[config.mk]
export PLATFORM = sky130hd
export DESIGN_NAME = imem_loader
export DESIGN_NICKNAME = d
export VERILOG_FILES = /design/src/rtl/imem_loader_pkg.sv /design/src/rtl/imem_loader_packer.sv /design/src/rtl/imem_loader.sv
export SDC_FILE = /design/constraint.sdc
export NUM_CORES = 1
export LEC_CHECK = 0
export BUFFER_PORTS_ARGS = -buffer_cell sky130_fd_sc_hd__buf_2
export CAP_MARGIN = 5
export CORE_MARGIN = 2
export CORE_UTILIZATION = 40
export CTS_CLUSTER_DIAMETER = 80
export CTS_CLUSTER_SIZE = 25
export DETAILED_ROUTE_END_ITERATION = 6
export GPL_TIMING_DRIVEN = 0
export SLEW_MARGIN = 20
export SYNTH_ARGS = -nofsm -noshare
export SYNTH_HDL_FRONTEND = slang
export SYNTH_HIERARCHICAL = 1
export SYNTH_SLANG_ARGS = --single-unit
[constraint.sdc]
create_clock -name clk -period 5.1 [get_ports clk]
set_input_delay 0.765 -clock clk [delete_from_list [all_inputs] [get_ports clk]]
set_output_delay 0.765 -clock clk [all_outputs]
set_load 0.1 [all_outputs]
[src/rtl/imem_loader_pkg.sv]
// imem_loader_pkg: state encoding and byte-packing constants shared by the
// instruction-memory loader and its byte packer.
package imem_loader_pkg;

  localparam int unsigned WORD_BYTES = 4;
  localparam int unsigned BYTE_IDX_W = $clog2(WORD_BYTES);
  localparam int unsigned WORD_W     = 8 * WORD_BYTES;

  typedef enum logic [2:0] {
    IDLE,
    LEN_LO,
    LEN_HI,
    DATA,
    WRITE,
    CSUM,
    DONE,
    ERROR
  } state_t;

endpackage

[src/rtl/imem_loader_packer.sv]
// imem_loader_packer: assembles little-endian stream bytes into one word and
// flags the completed word for exactly one cycle.
module imem_loader_packer
  import imem_loader_pkg::*;
(
  input  logic              clk,
  input  logic              reset,
  input  logic              clear,
  input  logic              byte_valid,
  input  logic [7:0]        byte_in,
  output logic              last_byte_c,
  output logic              word_full,
  output logic [WORD_W-1:0] word
);

  logic [BYTE_IDX_W-1:0] byte_idx;

  assign last_byte_c = byte_valid && (byte_idx == BYTE_IDX_W'(WORD_BYTES - 1));

  // Shifting in from the top leaves the first byte in word[7:0] after four bytes.
  always_ff @(posedge clk) begin
    if (reset) begin
      byte_idx  <= '0;
      word      <= '0;
      word_full <= 1'b0;
    end else if (clear) begin
      byte_idx  <= '0;
      word_full <= 1'b0;
    end else begin
      word_full <= last_byte_c;
      if (byte_valid) begin
        word     <= {byte_in, word[WORD_W-1:8]};
        byte_idx <= byte_idx + BYTE_IDX_W'(1);
      end
    end
  end

endmodule

[src/rtl/imem_loader.sv]
// imem_loader: boot-time writer that streams a length-prefixed image into the
// instruction memory and holds the core in reset until it is loaded.
// Optional trailing XOR checksum byte: define IMEM_LOADER_CHECKSUM_EN.
module imem_loader
  import imem_loader_pkg::*;
#(
  parameter int unsigned DEPTH     = 64,
  parameter logic [31:0] BASE_ADDR = 32'h0000_0000,
  parameter int unsigned CNT_W     = 16
) (
  input  logic             clk,
  input  logic             reset,
  input  logic             start,
  input  logic             in_valid,
  input  logic [7:0]       in_data,
  output logic             in_ready,
  output logic             imem_we,
  output logic [31:0]      imem_addr,
  output logic [31:0]      imem_wdata,
  output logic             core_hold,
  output logic             busy,
  output logic             done,
  output logic             err,
  output logic [CNT_W-1:0] words_loaded
);

`ifdef IMEM_LOADER_CHECKSUM_EN
  localparam bit CSUM_EN = 1'b1;
`else
  localparam bit CSUM_EN = 1'b0;
`endif

  state_t           state;
  logic [CNT_W-1:0] len;
  logic [CNT_W-1:0] hdr_len;
  logic [CNT_W-1:0] wl_next;
  logic             accept;
  logic             load_start;
  logic             data_byte;
  logic             last_byte_c;
  logic [WORD_W-1:0] word;

  assign accept     = in_valid && in_ready;
  assign load_start = start && (state inside {IDLE, DONE, ERROR});
  assign data_byte  = accept && (state == DATA);
  assign hdr_len    = CNT_W'({in_data, len[7:0]});
  assign wl_next    = words_loaded + CNT_W'(1);
  assign imem_wdata = word;

  // The packer's registered word_full pulse lands exactly in the WRITE cycle.
  imem_loader_packer u_packer (
    .clk         (clk),
    .reset       (reset),
    .clear       (load_start),
    .byte_valid  (data_byte),
    .byte_in     (in_data),
    .last_byte_c (last_byte_c),
    .word_full   (imem_we),
    .word        (word)
  );

`ifdef IMEM_LOADER_CHECKSUM_EN
  logic [7:0] csum;

  always_ff @(posedge clk) begin
    if (reset || load_start) begin
      csum <= '0;
    end else if (data_byte) begin
      csum <= csum ^ in_data;
    end
  end
`endif

  always_ff @(posedge clk) begin
    if (reset) begin
      state        <= IDLE;
      len          <= '0;
      in_ready     <= 1'b0;
      imem_addr    <= BASE_ADDR;
      core_hold    <= 1'b1;
      busy         <= 1'b0;
      done         <= 1'b0;
      err          <= 1'b0;
      words_loaded <= '0;
    end else begin
      case (state)
        IDLE, DONE, ERROR: begin
          if (start) begin
            state        <= LEN_LO;
            in_ready     <= 1'b1;
            busy         <= 1'b1;
            core_hold    <= 1'b1;
            done         <= 1'b0;
            err          <= 1'b0;
            words_loaded <= '0;
            imem_addr    <= BASE_ADDR;
          end
        end
        LEN_LO: begin
          if (accept) begin
            len[7:0] <= in_data;
            state    <= LEN_HI;
          end
        end
        LEN_HI: begin
          if (accept) begin
            len <= hdr_len;
            if (hdr_len == '0) begin
              state     <= CSUM_EN ? CSUM : DONE;
              in_ready  <= CSUM_EN;
              busy      <= CSUM_EN;
              done      <= !CSUM_EN;
              core_hold <= CSUM_EN;
            end else if (hdr_len > CNT_W'(DEPTH)) begin
              state    <= ERROR;
              in_ready <= 1'b0;
              busy     <= 1'b0;
              err      <= 1'b1;
            end else begin
              state <= DATA;
            end
          end
        end
        DATA: begin
          if (last_byte_c) begin
            state    <= WRITE;
            in_ready <= 1'b0;
          end
        end
        WRITE: begin
          words_loaded <= wl_next;
          imem_addr    <= imem_addr + 32'd4;
          if (wl_next == len) begin
            state     <= CSUM_EN ? CSUM : DONE;
            in_ready  <= CSUM_EN;
            busy      <= CSUM_EN;
            done      <= !CSUM_EN;
            core_hold <= CSUM_EN;
          end else begin
            state    <= DATA;
            in_ready <= 1'b1;
          end
        end
`ifdef IMEM_LOADER_CHECKSUM_EN
        CSUM: begin
          if (accept) begin
            in_ready <= 1'b0;
            busy     <= 1'b0;
            if (in_data == csum) begin
              state     <= DONE;
              done      <= 1'b1;
              core_hold <= 1'b0;
            end else begin
              state <= ERROR;
              err   <= 1'b1;
            end
          end
        end
`endif
        default: begin
          state    <= ERROR;
          in_ready <= 1'b0;
          busy     <= 1'b0;
          err      <= 1'b1;
        end
      endcase
    end
  end

endmodule
### After elaboration in Yosys (flattened, before gate mapping)

Cells that the tools add are included.
Widths: inputs -> output; s select.

| word-level totals | value |
|---|---|
| register bits | 107 |
| bits of input ports | 12 |
| output and inout bits | 86 |
| word-level logic and storage cells | 96 |

| operators by class | value |
|---|---|
| add/subtract/negate cells | 3 |
| $lt $le $gt $ge | 1 |
| equality and inequality tests | 17 |
| muxes and demuxes | 35 |
| bitwise gates (word level) | 5 |
| reductions and logical operators | 22 |

Operator list:

| cell | count |
|---|---|
| $pmux 32 s2 | 1 |
| $add 32x3->32 const B | 1 |
| $mux 32 | 1 |
| $pmux 16 s2 | 1 |
| $mux 3 | 7 |
| $reduce_and 5->1 | 4 |
| $add 16x1->16 const B | 1 |
| $eq 16x16->1 | 1 |
| $gt 16x7->1 const B | 1 |
| $logic_not 16->1 | 1 |
| $mux 1 | 16 |
| $mux 16 | 1 |
| $ne 2x2->1 const B | 8 |
| $pmux 8 s2 | 1 |
| $pmux 3 s5 | 1 |
| $eq 3x3->1 const B | 3 |
| $pmux 1 s3 | 3 |
| $mux 8 | 1 |
| $eq 3x2->1 const B | 2 |
| $reduce_and 2->1 | 3 |
| $reduce_bool 3->1 | 2 |
| $reduce_or 3->1 | 2 |
| $not 1->1 | 5 |
| $pmux 1 s5 | 1 |
| other kinds (11) | 15 |

### Depth between registers and ports, before layout

Gate-level depths: netlist of the first run.

| logic depth | value |
|---|---|
| word-level depth | 5 |
| gate-level depth with buffers | 12 |
| mapped depth without buffers | 10 |

### By module

The synthesis of the first run kept the hierarchy.

By module, submodules not included:

| module | instances | cells an instance | area each (µm²) | sequential area each (µm²) |
|---|---|---|---|---|
| imem_loader | 1 | 500 | 3955.0 | 1401.3 |
| imem_loader_packer | 1 | 125 | 1403.8 | 700.7 |

### Worst setup path before layout of the first run

No wires, ideal clock.

| path | value |
|---|---|
| path type | register -> register |
| from | register words_loaded[1] |
| to | register busy |
| library setup time | 0.133 ns |
| data arrival time | 2.783 ns |
| slack | 2.183 ns |
| stages on the path, launching flop included | 9 |
| buffers on the path | 0 |
| cell sequence | dfxtp_1 > ha_1 > nand3_1 > nor3_1 > mux2i_1 > o2111a_1 > nand4b_4 > a221oi_2 > a211oi_1 |

| on the way | value |
|---|---|
| cells in the longest elaborated chain, start to end | 4 |

Ends and longest elaborated chain:

| element | RTL line | RTL |
|---|---|---|
| start: declaration | imem_loader.sv:24 | `output logic [CNT_W-1:0] words_loaded` |
| start signal: assignment | imem_loader.sv:131 | `words_loaded <= wl_next;` |
| $add 16x1->16 | imem_loader.sv:47 | `assign wl_next = words_loaded + CNT_W'(1);` |
| $eq 16x16->1 | imem_loader.sv:133 | `if (wl_next == len) begin` |
| $ne 2x2->1 (no line) | n/a |  |
| $reduce_and 5->1 (no line) | n/a |  |
| end signal: assignment | imem_loader.sv:81 | `busy <= 1'b0;` |
| end signal: assignment | imem_loader.sv:136 | `busy <= CSUM_EN;` |
| end signal: assignment | imem_loader.sv:163 | `busy <= 1'b0;` |
| end: declaration | imem_loader.sv:21 | `output logic busy,` |

Every way passes these cells.
A chain may end at the register's enable or synchronous reset.

### Worst setup path in the final report of the first run

| path | value |
|---|---|
| from | register state[2] |
| to | register imem_addr[14] |

| on the way | value |
|---|---|
| cells in the longest elaborated chain, start to end | 4 |
| elaborated cells between the ends (all ways) | 9 |
| those cells by class | 4 x eq/ne; 1 x mux; 4 x reduce/logical |

Ends and longest elaborated chain:

| element | RTL line | RTL |
|---|---|---|
| start: declaration | imem_loader.sv:33 | `state_t state;` |
| start signal: assignment | imem_loader.sv:109 | `state <= CSUM_EN ? CSUM : DONE;` |
| start signal: assignment | imem_loader.sv:134 | `state <= CSUM_EN ? CSUM : DONE;` |
| $eq 3x3->1 / $logic_not 3->1 (equally long branches) | imem_loader.sv:86 | `case (state)` |
| $reduce_or 3->1 | imem_loader.sv:86 |  |
| $ne 2x2->1 (no line) / $reduce_bool 2->1 (equally long branches) | n/a |  |
| $reduce_and 2->1 (no line) | n/a |  |
| end signal: assignment | imem_loader.sv:132 | `imem_addr <= imem_addr + 32'd4;` |
| end: declaration | imem_loader.sv:18 | `output logic [31:0] imem_addr,` |

Parallel ways exist; a longest one is shown, timed or not.

==> results of run 1 <==
## metal layers
layer	vias up	part of all wire	global-route usage
met1	2363	0.46	0.276
met5	-	0	0
met3	24	0.057	0.0494
met4	0	0.023	0.0728
li1	2458	-	-
met2	149	0.46	0.338
## worst register-to-register path, stage by stage, from the launching register on
cell,delay [ns]
dfxtp_1,0.35
clkbuf_1,0.34
or3_1,0.16
nand2_1,0.06
nand2_1,0.35
inv_1,0.28
nor2_1,0.83
o21ai_0,0.24
a21oi_1,0.16
## power groups by stage
stage	combinational (uW)	sequential, uW	clock [uW]
after floorplan	362	1040	0
after global routing	731	893	769
after global placement	656	905	0
after CTS	667	887	731
after detailed placement	666	907	0
final	671	887	715
## final cells by class
cell class / instances / area share
multi-input cells: 473 / 0.478
flip-flops and latches: 105 / 0.331
repair buffers: 95 / 0.0748
clock buffers: 9 / 0.0354
well taps: 176 / 0.0346
plain buffers: 42 / 0.0313
clock inverters: 7 / 0.0120
inverters: 6 / 0.00354
## per-stage QoR
| step | cell area [um^2] | hold WS (ns) | std cells | total power [uW] |
|---|---|---|---|---|
| 2_1_floorplan | 5360 | 0.481 | 626 | 1400 |
| 3_3_place_gp | 6060 | 0.457 | 897 | 1560 |
| 3_5_place_dp | 6060 | 0.462 | 897 | 1570 |
| 4_1_cts | 6360 | 0.479 | 913 | 2290 |
| 5_1_grt | 6360 | 0.495 | 913 | 2390 |
| 6_report | 6360 | 0.477 | 913 | 2270 |
## cells by family (layout without fill, tap and decap cells)
family	Yosys count	count (layout)
other cells	1	2
compound gates	117	117
simple gates	283	283
buf+inv	48	159
mux	47	47
fa+ha+maj	3	3
xor+xnor	21	21
flops	105	105
## cell usage in the layout (no fill, tap or decap), types with 18 or more instances in the layout
cell / instances
nor2_1: 81
nand2_1: 44
o21ai_0: 24
buf_2: 101
a21oi_1: 34
mux2i_1: 43
nand3_1: 30
dfxtp_1: 105
nor3_1: 18
nand2b_1: 37
clkbuf_1: 26
## sequential cells by signal (all words and copies together) (netlist names)
register and cells:
u_packer/word_full 1, err 1, core_hold 1, state 3, busy 1, words_loaded 16, in_ready 1, u_packer/word 32
u_packer/byte_idx 2, imem_addr 30, len 16, done 1
## path summary, 6_finish.rpt
path	from	cells after the start	to	slack, ns
max	state[2]	8	imem_addr[14]	2.25
min reg2reg	u_packer/word[5]	2	u_packer/word[5]	0.48
max reg2reg	state[2]	8	imem_addr[14]	2.25
min	u_packer/word[5]	2	u_packer/word[5]	0.48
==> impl_metrics.tcl, run 1 <==
set metrics [dict create \
    syn_inst 625 \
    multiInputGateArea_mm2 0.00304 \
    p_leak_uw 0.00250 \
    start_util 0.408 \
    power_frac_seq 0.390 \
    switchingPower_uw 890 \
    cp-start-kind "register" \
    finClkSkew_ns 0.00932 \
    ctsResizeCount 0 \
    synthSimpleGateAreaFrac 0.298 \
    fin_crit_ns 2.85 \
    route.vias.total 4994 \
    post-synth-top-count-cell "dfxtp_1" \
    critPathSlowestCell "nor2_1" \
    cts_buffers 9 \
    wl_mm 14.7 \
    synth_top_family_by_area "simple AND/OR/NAND/NOR gates" \
    p_sw_frac 0.391 \
    grt_max_degree 22 \
    p_per_area_mw_per_mm2 358 \
    cp_max_fo 10 \
    detail_route.wl_per_cell_um 16.1 \
    gp_congestion 0.918 \
    dr.pass1.iters 5 \
    dieArea_mm2 0.0143 \
    chipWidth_um 120 \
    io_buffer_count 95 \
    grt_pass1_vias 4681 \
    clock-sinks 105 \
    area_growth_pct 18.7 \
    synth_xor_area_frac 0.0343 \
    drv_slew 0 \
    nFillCells 1299 \
    worst-path-buf-inv 2 \
    rsz0062_at_grt "false" \
    synthFlopType "dfxtp_1" \
    synth-compound-area-share 0.138 \
    path_common_cell "nand2_1" \
    synth_area_leader_cell "dfxtp_1" \
    ys_ff_latch 105 \
    die_h_um 120 \
    worst_slack_ns 2.25 \
    worstPathArrival_ns 3.14 \
    coreArea_mm2 0.0131 \
    p_int_uw 1380 \
    post_cts_buffers 0 \
    via_per_inst 5.47 \
    seq_area_frac_synth 0.392 \
    postCtsHoldBufs 0 \
    clock_latency_ns 0.37 \
    diodes 0 \
    cp_slowest_stage_delay_ns 0.83 \
    finalSetupViolCount 0 \
    syn_area_mm2 0.00536 \
    yosysWarnings 6 \
    ctsLongestPathBuffers 2 \
    antenna_found_initial 0 \
    post-route-util 0.484 \
    drt_iter0_drc 365 \
    status "finished clean" \
    setup_tns_ns 0 \
    synth_mux_area_frac 0.0887 \
    synth_top_cell_area_share 0.392 \
    num_io_pins 98 \
    grt_pass1_wl_mm 24.0 \
    max_slew.worst_pin.slew_ns 1.01 \
    drive_gt1_frac 0.194 \
    hpwl_mm 11.0 \
    drc_errors 0 \
    grt_usage 0.210 \
    critPathTopFamily "simple AND/OR/NAND/NOR gates" \
    root_buffer "clkbuf_16" \
    ys_top_cells_by_count "105 x dfxtp_1, 81 x nor2_1, 44 x nand2_1" \
    cts-htree-levels 3 \
    worstPathRequired_ns 5.39 \
    grt_overflow_total 0 \
    synth_edf_count 0 \
    ff_latch_area_mm2 0.00210 \
    synth.avg_cell_area_um2 8.57 \
    num-nets-final 747 \
    fmax_ghz 0.351 \
    hold_path.class "reg -> reg" \
    synthAdderAreaFrac 0.00700 \
    synth-async-reset-ratio 0 \
    end_kind "register" \
    antenna_left 0 \
    path_cells "clkbuf_1, or3_1, nand2_1, nand2_1, inv_1, nor2_1, o21ai_0, a21oi_1" \
    cap_violations 0 \
    slew_headroom 0.327 \
    synth_cell_types 64 \
    peakVddDrop_uv 255 \
    tritoncts "yes" \
    combPwrFrac 0.295 \
    pre_cts_slack_ns 2.29 \
    path_class "reg -> reg" \
    std_cell_rows 42 \
    finalCritPeriodShare 0.559 \
    synth_area_leaders "dfxtp_1 39%, mux2i_1 8.0%, nor2_1 5.7%, nand2b_1 4.3%, a21oi_1 3.2%" \
    hold_viol 0 \
    clkPwrFrac 0.315 \
    path_clk_slew_ns 0.08 \
]
No activity file was read; power rests on OpenSTA's default activity.
==> inputs of run 2 (changes only) <==
ABC_AREA = 1   (was unset)
clock period = 2.5 ns   (was 5.1 ns; I/O delays follow)
==> run 2 against run 1 <==
Against the previous run: final cell count grew 19%; clock power is 130% higher; global-route usage grew 0.62 points; clock-buffer cell count unchanged; combinational power rose by 110%; maximum frequency rose by 27%; sequential power up 110%; routed wire length grew 2.3%; first-iteration DRC count decreased by 13%; critical path depth grew 8; final area increased by 2.5%; critical path type unchanged; critical endpoint is now done.
==> impl_metrics.tcl, run 2 <==
set metrics [dict create \
    status "finished clean" \
    grt_usage 0.216 \
    p_leak_uw 0.00279 \
    cap_violations 0 \
    synth_mux_area_frac 0 \
    area_growth_pct 19.8 \
    pre_cts_slack_ns 0.128 \
    holdWs_ns 0.341 \
    antenna_left 0 \
    clock-sinks 105 \
    finalCritPeriodShare 0.898 \
    rsz0062_at_grt "false" \
    worstPathArrival_ns 2.45 \
    final_common_cell "nand2_1" \
    seq_area_frac_synth 0.386 \
    grt_pass1_vias 4933 \
    antenna_found_initial 0 \
    ff_latch_area_mm2 0.00213 \
    synth_xor_area_frac 0.0313 \
    max_slew.worst_pin.slew_ns 0.723 \
    die_h_um 121 \
    cts_buffers 9 \
    grt_overflow_total 0 \
    root_buffer "clkbuf_16" \
    diodes 0 \
    start_util 0.411 \
    path_class "reg -> reg" \
    route.vias.total 5350 \
    cp_max_fo 8 \
    synthFlopType "dfxtp_1" \
    wl_mm 15.1 \
    ys_ff_latch 105 \
    largest_reg_flops 32 \
    worst_slack_ns 0.254 \
    multiInputGateArea_mm2 0.00281 \
    synthSimpleGateAreaFrac 0.356 \
    synth_area_leaders "dfxtp_1 39%, nand2_1 12%, nor2_1 8.1%, nand3_1 6.8%, inv_1 6.1%" \
    synth_area_leader_cell "dfxtp_1" \
    post-route-util 0.492 \
    syn_area_mm2 0.00544 \
    critPathLaunch "words_loaded[0]" \
    synth-compound-area-share 0.119 \
    drt_iter0_drc 316 \
    synthAdderAreaFrac 0.00690 \
    synth_top_cell_area_share 0.386 \
    nFillCells 1424 \
    peakVddDrop_uv 605 \
    synth_top_family_by_area "simple AND/OR/NAND/NOR gates" \
    yosysWarnings 6 \
    end_kind "register" \
    dp.cells 1068 \
    worstPathRequired_ns 2.71 \
    detail_route.wl_per_cell_um 13.9 \
    fin_crit_ns 2.25 \
    cp-start-kind "register" \
    slew_headroom 0.518 \
    drc_errors 0 \
    synth.avg_cell_area_um2 6.84 \
    post-synth-top-count-cell "nand2_1" \
    ys_top_cells_by_count "177 x nand2_1, 117 x nor2_1, 105 x dfxtp_1" \
    drive_gt1_frac 0.211 \
    endpoint "done" \
    fmax_ghz 0.445 \
    syn_inst 796 \
    clock_latency_ns 0.36 \
    final_cell_mix "176 x nand2_1, 116 x nor2_1, 104 x buf_2, 88 x inv_1, 84 x dfxtp_1" \
    reg2reg_setup_slack_ns 0.25 \
    reg.largest.list "u_packer/word x32, imem_addr x30" \
    hpwl_mm 11.3 \
    dr.pass1.iters 5 \
    finalSetupViolCount 0 \
    finalNonFillerCells 1084 \
    synth_cell_types 51 \
    cts-htree-levels 3 \
    dieArea_mm2 0.0146 \
    synth_edf_count 0 \
    hold_viol 0 \
    gp_congestion 0.875 \
    std_cell_rows 42 \
    r2r_cells 16 \
    rr_endpoint "done" \
    drv_slew 0 \
    tritoncts "yes" \
    via_per_inst 4.94 \
    hold_path.class "in -> reg" \
    io_buffer_count 95 \
    p_per_area_mw_per_mm2 751 \
    finClkSkew_ns 0.00920 \
    synth-async-reset-ratio 0 \
    grt_max_degree 20 \
    ctsLongestPathBuffers 2 \
    coreArea_mm2 0.0132 \
    num_io_pins 98 \
    top_register "u_packer/word" \
    r2r_start "words_loaded[0]" \
    chipWidth_um 121 \
    grt_pass1_wl_mm 25.0 \
    path_clk_slew_ns 0.08 \
    num-nets-final 918 \
]
[run 2: routing by layer]
layer  track usage  share of wire  wire, um  up-vias
met4        0.0785          0.019       284        0
met5             0              0         0        -
met3        0.0358          0.057       856       23
met1         0.286           0.46      6870     2405
li1              -              -         -     2781
met2         0.355           0.47      7070      141
[run 2: report_power, final]
group / internal, uW / switching [uW]
Combinational: 317 / 1120
Clock: 902 / 715
Sequential: 1760 / 80.0
[run 2: worst max-delay path: stages, from the launching register on]
cell and delay (ns):
dfxtp_4 0.41, ha_1 0.23, nand2_1 0.10, nor2_4 0.20
nand2_1 0.12, nand2_1 0.12, nand2_1 0.07, nand2_1 0.05
nand2_1 0.05, nor2_1 0.13, nand2_1 0.06, nor2_1 0.09
nand2_1 0.12, nand2_2 0.12, nand3_1 0.10, nand2_1 0.07
a21oi_1 0.05
[run 2: area by class of cell]
cell class | instances | share of cell area
sequential | 105 | 0.327
clock buffer | 9 | 0.0345
inverter | 99 | 0.0570
tap | 176 | 0.0338
timing repair buffer | 96 | 0.0741
multi-input combinational | 559 | 0.431
clock inverter | 7 | 0.0169
buffer | 33 | 0.0261
[run 2: cells by family (layout without fill, tap and decap cells)]
group,after synthesis,after routing
XOR/XNOR,13,13
buffers and inverters,133,244
other,1,2
AND/OR/NAND/NOR,427,427
flip-flops,105,105
AO/OA/AOI/OAI,114,114
adder cells (fa/ha/maj),3,3
[run 2: through the flow]
stage	setup TNS [ns]	total power [uW]	area (um^2)
after floorplan	-0.000675	2940	5470
after CTS	0	4910	6500
after global placement	0	3290	6170
after detailed placement	0	3290	6170
after global routing	0	5130	6520
final	0	4900	6520
[run 2: repair_timing]
action / in CTS / in global routing
buffers inserted: 0 / 1
resized for setup: 0 / 5
hold buffers: 0 / 0
endpoints found under the setup margin: 0 / 13
[run 2: how the worst min path moves through the flow]
stage	from	to	slack, ns	cells past startpoint
2_1_floorplan	u_packer/byte_idx[1]	u_packer/byte_idx[1]	0.44	2
3_3_place_gp	imem_addr[9]	imem_addr[9]	0.46	1
3_5_place_dp	core_hold	core_hold	0.45	2
4_1_cts	in_data[3]	len[11]	0.33	3
5_1_grt	in_data[3]	len[11]	0.35	3
6_report	in_data[3]	len[11]	0.34	3
==> inputs of run 3 (changes only) <==
SYNTH_HIERARCHICAL = unset   (was 1)
==> run 3 against run 2 <==
Against the previous run: largest power group unchanged; global-route usage shrank 0.28 points; clock skew fell by 0.0013 ns; die area fell by 4.5%; final cell count fell by 3.9%.
==> impl_metrics.tcl, run 3 <==
set metrics [dict create \
    status "finished clean" \
    cp_max_fo 5 \
    antenna_found_initial 0 \
    dieArea_mm2 0.0139 \
    p_leak_uw 0.00256 \
    synth-async-reset-ratio 0 \
    finish.instance_area_mm2 0.00618 \
    ys_ff_latch 105 \
    grt_usage 0.213 \
    largest_reg_flops 32 \
    top_layer_used "met4" \
    chipWidth_um 118 \
    wl_met2_mm 7.19 \
    gp_congestion 0.915 \
    dr.pass1.iters 5 \
    placed_cell_area_mm2 0.00589 \
    path_class "reg -> reg" \
    grt_pass1_wl_mm 24.1 \
    diodes 0 \
    route.vias.total 5354 \
    reg2reg_setup_slack_ns 0.32 \
    area_growth_pct 19.0 \
    tritoncts "yes" \
    synth_mux_area_frac 0 \
    drc_errors 0 \
    hold_viol 0 \
    num-nets-final 880 \
    via_per_inst 5.14 \
    fin_crit_ns 2.18 \
    die_h_um 118 \
    hpwl_mm 11.3 \
    final_common_cell "nand2_1" \
    ctsLongestPathBuffers 2 \
    postCtsHoldBufs 0 \
    synth_top_family_by_area "simple AND/OR/NAND/NOR gates" \
    cts-htree-levels 3 \
    rr_endpoint "imem_addr[26]" \
    synthAdderAreaFrac 0.00723 \
    detail_route.wl_per_cell_um 14.2 \
    clock_latency_ns 0.36 \
    finalSetupViolCount 0 \
    yosysWarnings 0 \
    num_io_pins 98 \
    worstPathRequired_ns 2.75 \
    r2r_cells 9 \
    end_kind "register" \
    cp_slowest_stage_delay_ns 0.37 \
    post-synth-top-count-cell "nand2_1" \
    peakVddDrop_uv 355 \
    wl_met3_um 683 \
    max_slew.worst_pin.slew_ns 0.651 \
    synth_area_leader_cell "dfxtp_1" \
    hold_end "len[12]" \
    slew_headroom 0.566 \
    fmax_ghz 0.459 \
    synthSimpleGateAreaFrac 0.359 \
    hold_path_depth 3 \
    drv_slew 0 \
    hold_path.class "in -> reg" \
    reg.largest.list "u_packer.word x32, imem_addr x30" \
    finalCritPeriodShare 0.871 \
    critPathSlowestCell "dfxtp_2" \
    worstHoldStart "in_data[4]" \
    setup_tns_ns 0 \
    grt_max_degree 20 \
    clock-sinks 105 \
    p_per_area_mw_per_mm2 742 \
    root_buffer "clkbuf_16" \
    wl_mm 14.8 \
    grt_overflow_total 0 \
    io_buffer_count 95 \
    drt_iter0_drc 306 \
    path_cells "ha_1, nand3_1, nor2_1, nand4_1, nor4_4, nand3_2, nor2_2, a21oi_1, o21a_1" \
    r2r_start "imem_addr[2]" \
    synth_area_leaders "dfxtp_1 41%, nand2_1 12%, nor2_1 8.9%, o21ai_0 6.0%, a21oi_1 5.0%" \
    wl_met1_mm 6.64 \
    post_cts_buffers 0 \
    ctsResizeCount 0 \
    syn_inst 758 \
    synth-compound-area-share 0.151 \
    finClkSkew_ns 0.00794 \
    start_util 0.411 \
    synth_edf_count 0 \
    worstPathArrival_ns 2.43 \
    coreArea_mm2 0.0126 \
    cap_violations 0 \
    synth_xor_area_frac 0.00338 \
    top_register "u_packer.word" \
    std_cell_rows 41 \
    synth_cell_types 46 \
    cp-start-kind "register" \
    rsz0062_at_grt "false" \
    synth_top_cell_area_share 0.405 \
    holdWs_ns 0.317 \
    drive_gt1_frac 0.186 \
    synthFlopType "dfxtp_1" \
    path_clk_slew_ns 0.08 \
    antenna_left 0 \
    ys_top_cells_by_count "159 x nand2_1, 123 x nor2_1, 105 x dfxtp_1" \
    final_cell_mix "159 x nand2_1, 123 x nor2_1, 98 x buf_2, 97 x dfxtp_1, 69 x inv_1" \
    critPathTopFamily "simple AND/OR/NAND/NOR gates" \
    cts_buffers 9 \
    seq_area_frac_synth 0.405 \
    grt_pass1_vias 4917 \
    worst-path-buf-inv 0 \
    synth.avg_cell_area_um2 6.85 \
    syn_area_mm2 0.00519 \
]
run 3: cell count changes after synthesis, moves of 6 or more:
cell	previous run	this run
inv_2	9	3
nand3_2	0	7
nand2_1	177	159
buf_2	10	3
nand3_1	74	51
inv_1	88	69
o21ai_0	30	62
nor2_1	117	123
run 3: layout make-up:
class,count,area [um^2]
Clock buffer,9,225
Fill cell,1378,6440
Tap cell,172,215
Sequential cell,105,2110
Clock inverter,7,58.8
Buffer,26,109
Timing Repair Buffer,95,475
Multi-Input combinational cell,555,2710
Inverter,73,274
run 3: how the worst max path moves through the flow:
stage / start / to / depth (start not counted)
after global placement: imem_addr[2] / imem_addr[28] / 9
after global routing: imem_addr[2] / imem_addr[28] / 9
after floorplan: words_loaded[4] / done / 13
after CTS: imem_addr[2] / imem_addr[26] / 9
final: imem_addr[2] / imem_addr[26] / 9
after detailed placement: imem_addr[2] / imem_addr[26] / 9
run 3: kinds of logic after synthesis:
family                   Yosys count
AND/OR/NAND/NOR                  406
adder cells (fa/ha/maj)            3
flip-flops                       105
XOR/XNOR                           2
AO/OA/AOI/OAI                    142
buffers and inverters             99
other                              1
run 3: per-layer routing:
metal  vias up  track usage
met4         0       0.0708
met2       161        0.363
li1       2717            -
met3        22       0.0388
met5         -            0
met1      2454        0.272
run 3: per-stage QoR:
| step | util | power [uW] | cells | setup WS (ns) |
|---|---|---|---|---|
| after CTS | 0.489 | 4620 | 1042 | 0.344 |
| after detailed placement | 0.467 | 3240 | 1026 | 0.346 |
| after floorplan | - | 2910 | 759 | 0.00260 |
| after global routing | 0.489 | 4810 | 1042 | 0.0696 |
| final | 0.489 | 4580 | 1042 | 0.323 |
| after global placement | 0.467 | 3220 | 1026 | 0.391 |
run 3: power by group:
group / leakage (uW) / total, uW / internal, uW / switching [uW]
Clock: 0.000144 / 1390 / 696 / 693
Sequential: 0.000852 / 1850 / 1760 / 84.1
Combinational: 0.00156 / 1350 / 294 / 1050
run 3: worst register-to-register path: cells and delay by family (launching register included):
kind                       cells  cell delay (ns)
DFF                            1             0.37
adders and majority gates      1             0.20
and+or+nand+nor                6             1.30
AOI/OAI and AO/OA              2             0.22
